File: config.mk
export PLATFORM = sky130hd
export DESIGN_NAME = clock_12h_time_tx
export DESIGN_NICKNAME = d
export VERILOG_FILES = /design/src/rtl/clock_12h_pkg.sv /design/src/rtl/clock_12h_baud_gen.sv /design/src/rtl/clock_12h_time_tx.sv
export SDC_FILE = /design/constraint.sdc
export NUM_CORES = 1
export LEC_CHECK = 0
export ABC_AREA = 1
export BUFFER_PORTS_ARGS = -buffer_cell sky130_fd_sc_hd__buf_2
export CORE_ASPECT_RATIO = 0.5
export CORE_UTILIZATION = 35
export DETAILED_ROUTE_END_ITERATION = 6
export PLACE_DENSITY = 0.56
export RECOVER_POWER = 100
export SLEW_MARGIN = 20
export SYNTH_ARGS = -nofsm -noshare
export SYNTH_HDL_FRONTEND = slang
export SYNTH_SLANG_ARGS = --single-unit
File: constraint.sdc
create_clock -name clk -period 2.4 [get_ports clk]
set_clock_uncertainty 0.05 [all_clocks]
set_input_delay 0.24 -clock clk [delete_from_list [all_inputs] [get_ports clk]]
set_output_delay 0.24 -clock clk [all_outputs]
set_load 0.005 [all_outputs]
File: src/rtl/clock_12h_pkg.sv
// Shared types and constants for the 12-hour clock time transmitter.
package clock_12h_pkg;

    typedef enum logic [1:0] {IDLE, START, DATA, STOP} state_e;

    localparam logic [2:0] FRAME_MARKER   = 3'b101;
    localparam int         HOUR_MAX       = 12;
    localparam int         MIN_MAX        = 59;
    localparam int         BITS_PER_FRAME = 20;

    function automatic logic time_valid(input logic [3:0] h, input logic [5:0] m);
        return (h != 4'd0) && (h <= 4'(HOUR_MAX)) && (m <= 6'(MIN_MAX));
    endfunction

endpackage

File: src/rtl/clock_12h_baud_gen.sv
// Bit-period counter; bit_tick marks the last cycle of each serial bit.
module clock_12h_baud_gen #(
    parameter int CLKS_PER_BIT = 16
) (
    input  logic clk,
    input  logic rst_n,
    input  logic clear,
    output logic bit_tick
);

    localparam int             CW   = (CLKS_PER_BIT > 1) ? $clog2(CLKS_PER_BIT) : 1;
    localparam logic [CW-1:0]  LAST = CW'(CLKS_PER_BIT - 1);

    logic [CW-1:0] r_cnt;
    logic          w_wrap;

    assign w_wrap   = (r_cnt == LAST);
    assign bit_tick = w_wrap && !clear;

    always_ff @(posedge clk or negedge rst_n) begin
        if (!rst_n)
            r_cnt <= '0;
        else if (clear || w_wrap)
            r_cnt <= '0;
        else
            r_cnt <= r_cnt + 1'b1;
    end

endmodule

File: src/rtl/clock_12h_time_tx.sv
// Sends every change of the 12-hour time as a two-byte 8N1 frame; snapshot
// at launch, latest value wins, invalid times are reported once on err.
module clock_12h_time_tx
    import clock_12h_pkg::*;
#(
    parameter int CLKS_PER_BIT = 16
) (
    input  logic       clk,
    input  logic       rst_n,
    input  logic [3:0] hour,
    input  logic [5:0] minute,
    input  logic       pm,
    input  logic       send_req,
    output logic       tx,
    output logic       busy,
    output logic       frame_done,
    output logic       err
);

    state_e      r_state, w_next;
    logic [10:0] w_cur;
    logic [10:0] r_last;
    logic [10:0] r_bad;
    logic        r_bad_vld;
    logic        r_pend;
    logic [15:0] r_shift;
    logic [2:0]  r_bit;
    logic        r_byte;
    logic        r_tx, r_done, r_err;
    logic        w_tick, w_valid, w_trig, w_idle, w_launch, w_reject;

    assign w_cur   = {pm, hour, minute};
    assign w_valid = time_valid(hour, minute);
    assign w_idle  = (r_state == IDLE);
    // A rejected value stays quiet until the inputs move or a resend is asked for.
    assign w_trig   = ((w_cur != r_last) && !(r_bad_vld && (w_cur == r_bad)))
                      || send_req || r_pend;
    assign w_launch = w_idle && w_trig && w_valid;
    assign w_reject = w_idle && w_trig && !w_valid;

    clock_12h_baud_gen #(.CLKS_PER_BIT(CLKS_PER_BIT)) u_baud (
        .clk      (clk),
        .rst_n    (rst_n),
        .clear    (w_launch),
        .bit_tick (w_tick)
    );

    always_ff @(posedge clk or negedge rst_n) begin
        if (!rst_n)
            r_state <= IDLE;
        else
            r_state <= w_next;
    end

    always_comb begin
        w_next = r_state;
        case (r_state)
            IDLE:    if (w_launch) w_next = START;
            START:   if (w_tick) w_next = DATA;
            DATA:    if (w_tick && (r_bit == 3'd7)) w_next = STOP;
            STOP:    if (w_tick) w_next = r_byte ? IDLE : START;
            default: w_next = IDLE;
        endcase
    end

    always_ff @(posedge clk or negedge rst_n) begin
        if (!rst_n) begin
            r_tx    <= 1'b1;
            r_shift <= '0;
            r_bit   <= '0;
            r_byte  <= 1'b0;
            r_last  <= '0;
            r_done  <= 1'b0;
            r_err   <= 1'b0;
        end else begin
            r_done <= 1'b0;
            r_err  <= w_reject;
            if (w_launch) begin
                // byte1 sits above byte0 so one right shift walks both bytes.
                r_shift <= {2'b00, minute, FRAME_MARKER, pm, hour};
                r_last  <= w_cur;
                r_tx    <= 1'b0;
                r_bit   <= '0;
                r_byte  <= 1'b0;
            end else if (w_tick) begin
                case (r_state)
                    START: r_tx <= r_shift[0];
                    DATA: begin
                        r_shift <= {1'b0, r_shift[15:1]};
                        r_bit   <= r_bit + 3'd1;
                        r_tx    <= (r_bit == 3'd7) ? 1'b1 : r_shift[1];
                    end
                    STOP: begin
                        if (!r_byte) begin
                            r_byte <= 1'b1;
                            r_tx   <= 1'b0;
                        end else begin
                            r_done <= 1'b1;
                        end
                    end
                    default: ;
                endcase
            end
        end
    end

    always_ff @(posedge clk or negedge rst_n) begin
        if (!rst_n) begin
            r_pend    <= 1'b0;
            r_bad     <= '0;
            r_bad_vld <= 1'b0;
        end else begin
            if (w_launch || w_reject)
                r_pend <= 1'b0;
            else if (send_req)
                r_pend <= 1'b1;

            if (w_reject) begin
                r_bad     <= w_cur;
                r_bad_vld <= 1'b1;
            end else if (w_cur != r_bad) begin
                r_bad_vld <= 1'b0;
            end
        end
    end

    assign tx         = r_tx;
    assign busy       = (r_state != IDLE);
    assign frame_done = r_done;
    assign err        = r_err;

endmodule

=== Word level (Yosys, flattened, before mapping) ===
Index checks and enable logic that the tools add are counted.

* Word-level logic and storage cells: 87
* Input bits: 14
* Register bits: 53
* Output and inout bits: 4

* Equality and inequality tests: 13
* $lt $le $gt $ge: 2
* Reductions and logical operators: 29
* Mux-type cells: 29
* Add/sub/neg operators: 2

{| class="wikitable"
|+ Operators with widths
! kind !! count
|-
| 16-bit two-way mux || 3
|-
| 11-bit inequality test || 2
|-
| 1-bit two-way mux || 16
|-
| 2-bit nonzero test || 6
|-
| 11-bit == test || 1
|-
| 1-bit logical AND || 9
|-
| 3-bit two-way mux || 3
|-
| 2-bit two-way mux || 4
|-
| 2-bit case mux with 4 select lines || 1
|-
| 4-bit nonzero test || 2
|-
| 6-bit <= comparator (second input constant) || 1
|-
| 2-bit inequality test (second input constant) || 3
|-
| 4-bit by 1-bit adder with 4-bit output (second input constant) || 1
|-
| 2-bit == test (second input constant) || 2
|-
| 4-bit == test (second input constant) || 1
|-
| 4-bit <= comparator (second input constant) || 1
|-
| 1-bit logical OR || 4
|-
| 4-bit two-way mux || 1
|-
| 2-bit AND reduction || 2
|-
| 4-bit AND reduction || 1
|-
| 3-bit by 1-bit adder with 3-bit output (second input constant) || 1
|-
| 3-bit == test (second input constant) || 1
|-
| 1-bit zero test || 3
|-
| 3-bit by 2-bit inequality test with 1-bit output (second input constant) || 1
|-
| other kinds (5) || 5
|}

=== Logic depth before layout (Yosys ltp) ===
Gate-level depths: netlist (run 1).

* Depth in word-level cells: 13
* Mapped depth: 16

=== Hierarchy ===
From an unflattened synthesis (run 1), not the netlist that was laid out.

* Cells, all modules: 334
* Area, all modules: 2635.0 sq um

{| class="wikitable"
|+ By module, submodules not included
! module !! area an instance (sq um) !! seq. area each (sq um) !! cells each !! instances
|-
| clock_12h_time_tx || 2441.1 || 1177.4 || 315 || 1
|-
| clock_12h_baud_gen || 193.9 || 100.1 || 19 || 1
|}

=== Worst setup path after synthesis (run 1) ===
No wires, ideal clock.

* Path kind: register to register
* Start point: reg r_last[1]
* End point: reg r_shift[7]
* Data arrival time: 1405 ps
* Slack: 818 ps
* Cell stages (with the launch flop): 13
* Data required time: 2223 ps
* Cell sequence: dfrtp_1 -> xnor2_1 -> nand2_1 -> nor2_1 -> nand3_1 -> nand2_1 -> nand2_1 -> nand3_2 -> buf_6 -> o21ai_4 -> buf_6 -> nor2_1 -> a21oi_2

* Cells in the longest elaborated chain, start to end: 10
* Elaborated cells on any way between the ends: 12
* Classes of those cells: eq/ne (1); mux (1); reduce/logical (10)

{| class="wikitable"
|+ RTL lines
! element !! line !! RTL
|-
| from (decl) || clock_12h_time_tx.sv:22 || <nowiki>logic [10:0] r_last;</nowiki>
|-
| from (signal assigned) || clock_12h_time_tx.sv:81 || <nowiki>r_last <= w_cur;</nowiki>
|-
| 11-bit inequality test * || clock_12h_time_tx.sv:36 || <nowiki>assign w_trig = ((w_cur != r_last) && !(r_bad_vld && (w_cur == r_bad)))</nowiki>
|-
| 1-bit logical AND * || clock_12h_time_tx.sv:36 ||
|-
| 1-bit logical OR * (2 in a row) || clock_12h_time_tx.sv:37 || <nowiki>|| send_req || r_pend;</nowiki>
|-
| 1-bit logical AND * (2 in a row) || clock_12h_time_tx.sv:38 || <nowiki>assign w_launch = w_idle && w_trig && w_valid;</nowiki>
|-
| 1-bit zero test || clock_12h_baud_gen.sv:18 || <nowiki>assign bit_tick = w_wrap && !clear;</nowiki>
|-
| 1-bit logical AND || clock_12h_baud_gen.sv:18 ||
|-
| 2-bit nonzero test (no source line) || -- ||
|-
| 2-bit AND reduction (no source line) || -- ||
|-
| to (signal assigned) || clock_12h_time_tx.sv:80 || <nowiki>r_shift <= {2'b00, minute, FRAME_MARKER, pm, hour};</nowiki>
|-
| to (signal assigned) || clock_12h_time_tx.sv:89 || <nowiki>r_shift <= {1'b0, r_shift[15:1]};</nowiki>
|-
| to (decl) || clock_12h_time_tx.sv:26 || <nowiki>logic [15:0] r_shift;</nowiki>
|}

Every way passes the cells marked *; elsewhere a longest branch is shown, timed or not.
A chain may end at the register's enable or synchronous reset.

=== Final worst setup path (run 1) ===
* Start point: reg r_bad[6]
* End point: reg r_shift[6]

* Cells in the longest elaborated chain, start to end: 12
* Elaborated cells on any way between the ends: 14
* Classes of those cells: eq/ne (1); mux (1); reduce/logical (12)

{| class="wikitable"
|+ RTL lines
! element !! line !! RTL
|-
| from (decl) || clock_12h_time_tx.sv:23 || <nowiki>logic [10:0] r_bad;</nowiki>
|-
| from (signal assigned) || clock_12h_time_tx.sv:119 || <nowiki>r_bad <= w_cur;</nowiki>
|-
| 11-bit == test * || clock_12h_time_tx.sv:36 ||
|-
| 1-bit logical AND * || clock_12h_time_tx.sv:36 ||
|-
| 1-bit zero test * || clock_12h_time_tx.sv:36 ||
|-
| 1-bit logical AND * || clock_12h_time_tx.sv:36 ||
|-
| 1-bit logical OR * (2 in a row) || clock_12h_time_tx.sv:37 ||
|-
| 1-bit logical AND * (2 in a row) || clock_12h_time_tx.sv:38 ||
|-
| 1-bit zero test || clock_12h_baud_gen.sv:18 ||
|-
| 1-bit logical AND || clock_12h_baud_gen.sv:18 ||
|-
| 2-bit nonzero test (no source line) || -- ||
|-
| 2-bit AND reduction (no source line) || -- ||
|}

Marked as above.

==> impl_metrics.py, run 1 <==
metrics = {
    "run": {
        "cap_violations": 0,
    },
    "global_route": {
        "grt_pass1_wl_um": 9650,
        "grt_antenna_before_repair": 0,
        "grt_pass1_vias": 2008,
        "grt_util_all_layers": 0.156,
        "grt.overflow.total": 0,
        "grt_max_degree": 52,
    },
    "synthesis": {
        "syn_avg_cell_area_um2": 7.76,
        "synth_warnings": 0,
        "synth.distinct_cells": 29,
        "yosys-top-cells-area": "dfrtp_1 48%, nand2_1 17%, inv_1 6.7%",
        "synthCells": 339,
        "yosysSeqAreaShare": 0.485,
        "syn-num-nets": 361,
        "synth_top_area_share": 0.476,
        "ys_ff_latch": 51,
        "synthesis.area_um2": 2630,
        "yosys.area.top_type": "dfrtp_1",
    },
    "clock_network": {
        "cts_htree_levels": 2,
        "tritoncts": "yes",
        "cts_inserted_buffers": 5,
        "clk-insertion-delay-late_ns": 0.29,
        "cts.sinks": 51,
        "holdBufCountCts": 0,
        "postCtsSetupBuffers": 0,
        "clockBufferDepth": 2,
        "cts.clk_slew.worst_paths_ns": 0.07,
        "cts_root_buffer": "clkbuf_16",
        "ctsResizeCount": 0,
    },
    "sta": {
        "setup_tns_ns": 0,
        "period_minus_slack_ns": 1.96,
        "fin_crit_sh": 0.815,
        "final_hold_viol_count": 0,
        "setup_viol": 0,
        "grt_setup_unrepaired": "false",
        "drv_slew": 0,
        "slew_headroom": 0.147,
        "worstMarginPinSlew_ns": 1.28,
        "fmax_mhz": 511,
    },
    "route": {
        "firstDrtPassIters": 4,
        "wl_per_cell_um": 11.8,
        "viasPerCell": 4.57,
        "routed_wl_um": 5340,
        "vias": 2076,
        "antenna_left": 0,
        "drc": 0,
        "drt-initial-drc-count": 127,
    },
    "pwr": {
        "p_leak_uw": 0.00155,
        "power_density_nw_per_um2": 1150,
        "ir_drop_mv": 0.353,
    },
    "critical_path": {
        "cp_max_fo": 19,
        "cp.arrival_ns": 2.12,
        "cp-start-kind": "flop",
        "end_kind": "flop",
        "rr_worst_depth": 14,
        "critical_path.cell_chain": "inv_1 > nand2_1 > nand2_1 > nand2_1 > nor2_1 > nand3_1 > nand2_1 > nand2_1 > nand3_1 > buf_4 > nand2_1 > nor2_2 > nand2_1 > o21ai_0",
        "cp_num_buf_inv": 2,
        "critPathRequiredTime_ns": 2.57,
        "cp.depth": 14,
        "slowest_delay_ns": 0.38,
        "cpMostUsedCell": "nand2_1",
        "crit_family": "simple AND/OR/NAND/NOR gates",
        "path_class": "flop to flop",
        "slowest_stage": "dfrtp_1",
    },
    "floorplanning": {
        "dieWidth_um": 125,
        "dieArea_um2": 7890,
        "die_h_um": 63.3,
        "start_util": 0.378,
        "coreArea_um2": 6960,
        "placementRows": 21,
        "boundaryPins": 18,
    },
    "cells_and_area": {
        "final_layout_size_suffix_gt1_frac": 0.110,
        "nets": 383,
        "diodes": 0,
        "syn2layout_area_growth_pct": 11.8,
        "nFillCells": 683,
        "finish.utilization": 0.422,
    },
    "run_status": {
        "status": "complete, no violations",
    },
    "placed_design": {
        "numPortBuffers": 17,
        "gp_congestion": 0.859,
        "hpwl_um": 3840,
    },
    "hold_path": {
        "holdPathStages": 3,
        "min_path_type": "input port to flop",
    },
}
synthesized netlist by cell type:
master / instances
nand2_1: 121
dfrtp_1: 50
inv_1: 47
o21ai_0: 26
nor2_1: 23
nand3_1: 9
o21ai_1: 9
ha_1: 8
inv_2: 7
a31oi_1: 5
nand4_1: 5
buf_2: 3
buf_6: 3
xnor2_1: 3
xor2_1: 3
a21oi_1: 2
buf_4: 2
o31ai_1: 2
a21boi_0: 1
a21oi_2: 1
a31oi_2: 1
clkinv_1: 1
dfstp_2: 1
nand2_2: 1
nand3_2: 1
nor2_2: 1
nor3b_1: 1
o21a_1: 1
o21ai_4: 1
worst register-to-register path, delay by kind of cell (launching register included):
kind | cells | cell delay, ns
flops | 1 | 0.38
buf+inv | 2 | 0.31
compound gates | 1 | 0.08
simple gates | 11 | 1.06
sequential cells by signal, summed over array words and instances (netlist names):
register and cells:
r_bad 11, frame_done 1, err 1, u_baud.r_cnt 4, r_bad_vld 1, r_bit 3, r_byte 1, r_state 2
tx 1, r_last 11, r_shift 14, r_pend 1
layer usage:
layer  vias up  GRT usage  share of wire
met1       948      0.214           0.52
li1       1093          -              -
met3         5     0.0365          0.038
met5         -          0              0
met4         0     0.0587          0.011
met2        30      0.241           0.43
power by group:
part           internal (uW)  switching, uW  total [uW]
registers               1210            193        1400
logic                    473            818        1290
clock network            387            318         706
worst paths after layout:
check	end	startpoint	slack [ns]
worst max-delay path	r_shift[6]$_DFFE_PN0P_	r_bad[6]$_DFFE_PN0P_	0.44
worst min-delay path	r_pend$_DFFE_PN0P_	send_req	0.14
worst max register to register	r_shift[6]$_DFFE_PN0P_	r_bad[6]$_DFFE_PN0P_	0.44
worst min register to register	u_baud.r_cnt[0]$_DFF_PN0_	u_baud.r_cnt[0]$_DFF_PN0_	0.42
max in group asynchronous	r_byte$_DFFE_PN0P_	rst_n	1.28
min in group asynchronous	r_last[7]$_DFFE_PN0N_	rst_n	0.26
cells in the final DEF (no fill, tap or decap), types with 2 or more instances in the layout:
cell,instances
xnor2_1,3
xor2_1,3
nand4_1,5
buf_4,4
o21ai_0,35
inv_2,7
clkbuf_16,5
buf_2,17
dfrtp_1,50
nand2_1,122
a31oi_1,5
ha_1,8
nand3_1,10
nor2_1,23
inv_1,47
o31ai_1,2
clkbuf_1,2
a21oi_1,2
cell type report:
cell class              instances  area, um^2  share of cell area
well taps                      92         115              0.0391
flip-flops and latches         51        1280               0.434
clock inverters                 2        13.8             0.00468
repair buffers                 23         124              0.0421
multi-input cells             225        1080               0.366
clock buffers                   6         129              0.0438
inverters                      55         206              0.0702
metrics by stage:
| stage | std cells | setup slack (ns) | power, uW | hold slack (ns) | instance area [um^2] |
|---|---|---|---|---|---|
| floorplan | 339 | 0.818 | 2420 | -0.106 | 2630 |
| global placement | 446 | 0.505 | 2700 | 0.342 | 2810 |
| detailed placement | 446 | 0.452 | 2740 | 0.350 | 2810 |
| CTS | 454 | 0.492 | 3470 | 0.0406 | 2960 |
| global route | 454 | 0.141 | 3740 | 0.170 | 2940 |
| finish | 454 | 0.443 | 3400 | 0.144 | 2940 |
cells by family after synthesis:
group	count (synthesis)	synth area share
AND/OR/NAND/NOR	162	0.246
buffers and inverters	63	0.103
adder cells (fa/ha/maj)	8	0.0380
AO/OA/AOI/OAI	49	0.108
XOR/XNOR	6	0.0200
flip-flops	51	0.485
No activity file was read; power rests on OpenSTA's default activity.
==> run 2, diff against run 1 <==
--- a/config.mk
+++ b/config.mk
@@ -10,7 +10,7 @@
 export CORE_ASPECT_RATIO = 0.5
 export CORE_UTILIZATION = 35
 export DETAILED_ROUTE_END_ITERATION = 6
-export PLACE_DENSITY = 0.56
+export PLACE_DENSITY = 0.58
 export RECOVER_POWER = 100
 export SLEW_MARGIN = 20
 export SYNTH_ARGS = -nofsm -noshare
==> constraint.sdc (replaced) <==
create_clock -name clk -period 1.73 [get_ports clk]
set_clock_uncertainty 0.05 [all_clocks]
set_input_delay 0.173 -clock clk [delete_from_list [all_inputs] [get_ports clk]]
set_output_delay 0.173 -clock clk [all_outputs]
set_load 0.005 [all_outputs]
==> run 2 against run 1 <==
The flow now finishes with violations (negative setup slack). Non-clock buffer count increased by 17. Critical path type unchanged. Core utilization increased by 5.7 points. Hold slack got worse by 0.048 ns.
==> impl_metrics.py, run 2 (synthesized netlist as in run 1, its figures left out) <==
metrics = {
    "clock_network": {
        "cts_inserted_buffers": 5,
        "tritoncts": "yes",
        "clockBufferDepth": 2,
        "clk-insertion-delay-late_ns": 0.29,
        "cts_root_buffer": "clkbuf_16",
        "cts_htree_levels": 2,
        "cts.sinks": 51,
        "cts.clk_slew.worst_paths_ns": 0.07,
    },
    "pwr": {
        "p_leak_uw": 0.00171,
        "power_density_nw_per_um2": 1690,
        "ir_drop_mv": 0.509,
    },
    "floorplanning": {
        "dieArea_um2": 7890,
        "dieWidth_um": 125,
        "placementRows": 21,
        "die_h_um": 63.3,
        "start_util": 0.378,
        "boundaryPins": 18,
        "coreArea_um2": 6960,
    },
    "global_route": {
        "grt.overflow.total": 0,
        "grt_util_all_layers": 0.153,
        "grt_pass1_wl_um": 9740,
        "grt_max_degree": 52,
        "grt_pass1_vias": 2085,
        "grt_antenna_before_repair": 0,
    },
    "critical_path": {
        "cp.arrival_ns": 1.91,
        "cp_max_fo": 6,
        "end_kind": "flop",
        "path_class": "flop to flop",
        "critPathRequiredTime_ns": 1.86,
        "cp-start-kind": "flop",
    },
    "cells_and_area": {
        "final_layout_size_suffix_gt1_frac": 0.251,
        "fin_cells": 474,
        "syn2layout_area_growth_pct": 27.0,
        "regMostFlops": "r_shift",
        "diodes": 0,
        "mostFrequentLayoutCell": "nand2_1",
        "reg_top3": "r_shift: 14 flops, r_bad: 11 flops, r_last: 11 flops",
        "finish.utilization": 0.480,
        "largest_reg_flops": 14,
        "final_cell_mix": "104 x nand2_1, 50 x dfrtp_1, 42 x inv_1",
        "nets": 403,
    },
    "route": {
        "drc": 0,
        "drt-initial-drc-count": 75,
        "firstDrtPassIters": 4,
        "viasPerCell": 4.67,
        "routed_wl_um": 5890,
        "antenna_left": 0,
        "vias": 2213,
        "wl_per_cell_um": 12.4,
    },
    "placed_design": {
        "gp_congestion": 0.801,
        "numPortBuffers": 17,
        "hpwl_um": 3920,
        "dp_cells": 457,
    },
    "sta": {
        "holdWs_ns": 0.0965,
        "grt_setup_unrepaired": "true",
        "worstMarginPinSlew_ns": 0.692,
        "fin_crit_sh": 1.03,
        "fmax_mhz": 560,
        "slew_headroom": 0.539,
        "drv_slew": 0,
        "period_minus_slack_ns": 1.78,
        "setup_tns_ns": -0.140,
        "final_hold_viol_count": 0,
        "fin_ws_ns": -0.0549,
        "setup_viol": 7,
    },
    "run_status": {
        "status": "complete, but fails checks",
        "failed_checks": "negative setup slack",
    },
    "run": {
        "cap_violations": 0,
    },
    "hold_path": {
        "min_path_type": "input port to flop",
    },
}
==> run 2: power by group <==
group | total [uW] | switching, uW | leakage, uW | internal [uW]
Combinational | 2560 | 1460 | 0.00101 | 1100
Sequential | 1940 | 264 | 0.000627 | 1670
Clock | 1150 | 464 | 0.0000804 | 688
==> run 2: repair_timing <==
item / 4_1_cts / 5_1_grt
resized for setup: 14 / 44
hold buffers: 1 / 0
pin swaps: 6 / 17
hold endpoints to repair: 50 / 0
setup endpoints to repair: 25 / 46
cloned: 1 / 5
setup buffers: 0 / 3
==> run 2: routing by layer <==
metal	global-route usage	routed length, um	up-vias
met3	0.0272	175	6
met4	0.0316	54	0
met5	0	0	-
met1	0.216	2950	1043
met2	0.246	2710	26
li1	-	-	1138
==> run 2: area by class of cell <==
cell class,instances,area [um^2]
sequential,51,1280
fill,667,3620
clock inverter,3,46.3
clock buffer,5,125
multi-input combinational,228,1240
inverter,55,209
timing repair buffer,40,329
tap,92,115
==> run 2: final timing paths <==
check / start / to / slack (ns) / cells after the start
worst min-delay path: send_req / r_pend$_DFFE_PN0P_ / 0.1 / 3
worst min register to register: tx$_DFFE_PN1P_ / tx$_DFFE_PN1P_ / 0.40 / 2
min in group asynchronous: rst_n / r_last[7]$_DFFE_PN0N_ / 0.54 / 3
max in group asynchronous: rst_n / r_bit[2]$_DFFE_PN0P_ / 0.65 / 3
worst max register to register: r_last[5]$_DFFE_PN0N_ / r_shift[8]$_DFFE_PN0P_ / -0.05 / 15
worst max-delay path: r_last[5]$_DFFE_PN0N_ / r_shift[8]$_DFFE_PN0P_ / -0.05 / 15
==> run 2: through the flow <==
step / total power [uW] / cell area, um^2 / worst slack [ns]
after CTS: 5240 / 3150 / -0.0139
final: 5650 / 3340 / -0.0549
after floorplan: 3360 / 2630 / 0.148
after global routing: 6130 / 3340 / -0.163
after detailed placement: 3970 / 2920 / -0.143
after global placement: 3900 / 2920 / -0.0705
==> run 2: critical path, stage by stage, from the launching register on <==
cell and delay [ns]:
dfrtp_1 0.39, inv_1 0.07, nand2_1 0.06, nand2_1 0.06
nand2_1 0.06, nor2_1 0.12, nand3_1 0.08, nand2_1 0.09
nand2_2 0.07, nand3_4 0.12, inv_4 0.08, clkbuf_16 0.17
nand2_2 0.06, o21ai_0 0.07, nand2_1 0.06, o21ai_1 0.06
==> run 3, diff against run 2 <==
--- a/config.mk
+++ b/config.mk
@@ -8,9 +8,9 @@
 export ABC_AREA = 1
 export BUFFER_PORTS_ARGS = -buffer_cell sky130_fd_sc_hd__buf_2
 export CORE_ASPECT_RATIO = 0.5
-export CORE_UTILIZATION = 35
+export CORE_UTILIZATION = 54
 export DETAILED_ROUTE_END_ITERATION = 6
-export PLACE_DENSITY = 0.58
+export PLACE_DENSITY = 0.8
 export RECOVER_POWER = 100
 export SLEW_MARGIN = 20
 export SYNTH_ARGS = -nofsm -noshare
==> run 3 against run 2 <==
The run still ends with negative setup slack left. Critical path type unchanged. Die area down 34%. Largest cell class unchanged. Power down 3.2%. First-iteration DRC count up 44%. Register-to-register slack worse by 0.10 ns. Critical path depth down 2. Non-clock buffer count down 3. Sequential share of layout area up 0.97 points. Wire length up 5.7%. Flip-flop and latch count unchanged. Clock power down 22%. Final cell count down 6.3%. Sequential power about the same.
==> impl_metrics.py, run 3 (synthesized netlist as in run 1, its figures left out) <==
metrics = {
    "clock_network": {
        "cts.clk_slew.worst_paths_ns": 0.10,
        "tritoncts": "yes",
        "cts_root_buffer": "clkbuf_8",
        "cts.sinks": 51,
        "cts_inserted_buffers": 5,
        "clockBufferDepth": 2,
        "cts_htree_levels": 2,
        "clk-insertion-delay-late_ns": 0.32,
    },
    "floorplanning": {
        "boundaryPins": 18,
        "placementRows": 17,
        "die_h_um": 51.4,
        "dieWidth_um": 101,
        "start_util": 0.581,
        "coreArea_um2": 4530,
        "dieArea_um2": 5170,
    },
    "critical_path": {
        "end_kind": "flop",
        "path_class": "flop to flop",
        "cp.arrival_ns": 2.05,
        "critPathRequiredTime_ns": 1.90,
        "cp-start-kind": "flop",
        "setup.worst_path.start": "r_last[1]$_DFFE_PN0N_",
        "r2r_start": "r_last[1]$_DFFE_PN0N_",
        "r2r_slack_ns": -0.15,
        "cp_max_fo": 5,
    },
    "route": {
        "drt-initial-drc-count": 108,
        "vias": 2322,
        "wl_per_cell_um": 14.0,
        "firstDrtPassIters": 4,
        "antenna_left": 0,
        "routed_wl_um": 6230,
        "drc": 0,
        "viasPerCell": 5.23,
    },
    "global_route": {
        "grt.overflow.total": 0,
        "grt_pass1_vias": 2180,
        "grt_util_all_layers": 0.254,
        "grt_max_degree": 21,
        "grt_pass1_wl_um": 9680,
        "grt_antenna_before_repair": 0,
    },
    "placed_design": {
        "numPortBuffers": 17,
        "gp_congestion": 0.881,
        "place_ws_ns": -0.127,
        "hpwl_um": 4030,
    },
    "cells_and_area": {
        "mostFrequentLayoutCell": "nand2_1",
        "syn2layout_area_growth_pct": 23.8,
        "nets": 399,
        "finish.utilization": 0.719,
        "reg_top3": "r_shift: 14 flops, r_bad: 11 flops, r_last: 11 flops",
        "final_layout_size_suffix_gt1_frac": 0.241,
        "largest_reg_flops": 14,
        "final_cell_mix": "104 x nand2_1, 50 x dfrtp_1, 38 x inv_1",
        "nFillCells": 330,
        "regMostFlops": "r_shift",
        "diodes": 0,
    },
    "run_status": {
        "status": "complete, but fails checks",
        "failed_checks": "negative setup slack",
    },
    "pwr": {
        "p_leak_uw": 0.00169,
        "ir_drop_mv": 0.682,
        "power_density_nw_per_um2": 1680,
    },
    "run": {
        "cap_violations": 0,
    },
    "sta": {
        "slew_headroom": 0.310,
        "fin_crit_sh": 1.09,
        "fmax_mhz": 531,
        "drv_slew": 0,
        "period_minus_slack_ns": 1.88,
        "final_hold_viol_count": 0,
        "setup_viol": 24,
        "fin_ws_ns": -0.155,
        "worstMarginPinSlew_ns": 1.04,
        "grt_setup_unrepaired": "true",
    },
    "hold_path": {
        "hp-start": "send_req",
        "min_path_type": "input port to flop",
    },
}
-- run 3: cell count changes in the layout (fill, tap and decap cells not counted), moves of 2 or more --
| cell | before | now |
|---|---|---|
| inv_2 | 11 | 15 |
| nand2_4 | 4 | 6 |
| o21ai_0 | 17 | 12 |
| nor2_2 | 5 | 2 |
| nand2_2 | 14 | 11 |
| o21ai_1 | 15 | 22 |
| o21ai_2 | 4 | 2 |
| buf_12 | 1 | 3 |
| nor2_1 | 18 | 21 |
| inv_1 | 42 | 38 |
| clkbuf_8 | 0 | 6 |
| buf_6 | 6 | 1 |
| clkbuf_16 | 7 | 2 |
-- run 3: worst paths after layout --
| check | endpoint | depth (start not counted) |
|---|---|---|
| setup reg to reg | r_state[1]$_DFFE_PN0P_ | 13 |
| max in group asynchronous | r_bad_vld$_DFFE_PN0P_ | 3 |
| setup / recovery | r_state[1]$_DFFE_PN0P_ | 13 |
| min in group asynchronous | frame_done$_DFF_PN0_ | 2 |
| hold reg to reg | tx$_DFFE_PN1P_ | 2 |
| hold / removal | r_pend$_DFFE_PN0P_ | 3 |
-- run 3: through the flow --
step	hold WS, ns	TNS, ns	instances	cell area [um^2]	total power [uW]
6_report	0.0504	-2.15	444	3260	5470
5_1_grt	0.0806	-5.87	444	3260	5840
4_1_cts	0.0495	-0.154	438	3080	5010
3_5_place_dp	0.0956	-1.75	426	2840	3900
3_3_place_gp	0.0831	-0.239	426	2840	3760
2_1_floorplan	-0.173	0	339	2630	3360
-- run 3: repair_timing --
item                                    in CTS  in global routing
gates resized for setup                     18                 51
pin swaps                                    6                  7
endpoints found under the hold margin       17                  0
cloned                                       2                  3
endpoints found under the setup margin      23                 47
setup buffers                                1                  3
hold buffers                                 1                  0
-- run 3: layer usage --
metal,vias up,track usage,wire (um)
li1,1127,-,-
met1,1128,0.319,2730
met2,57,0.437,3100
met3,10,0.0670,298
met4,0,0.0700,95
met5,-,0,0
-- run 3: final cells by class --
class | instances | area (um^2) | area share
clock inverters | 2 | 38.8 | 0.0119
well taps | 66 | 82.6 | 0.0253
flip-flops and latches | 51 | 1280 | 0.392
clock buffers | 6 | 82.6 | 0.0253
multi-input cells | 227 | 1240 | 0.379
repair buffers | 37 | 332 | 0.102
inverters | 55 | 209 | 0.0641
-- run 3: power by group --
group,internal [uW],switching (uW),total [uW],leakage (uW)
Sequential,1670,298,1970,0.000627
Clock,476,416,892,0.0000618
Combinational,1110,1490,2610,0.00100
-- run 3: worst max-delay path: stages, from the launching register on --
cell and delay, ns:
dfrtp_1 0.42, xnor2_1 0.19, nand2_1 0.11, nor2_1 0.11
nand3_1 0.08, nand2_1 0.08, nand2_2 0.07, nand3_4 0.14
buf_12 0.16, nand2_8 0.06, nand2_2 0.10, nand3_2 0.09
nand2_1 0.07, nand2_1 0.05
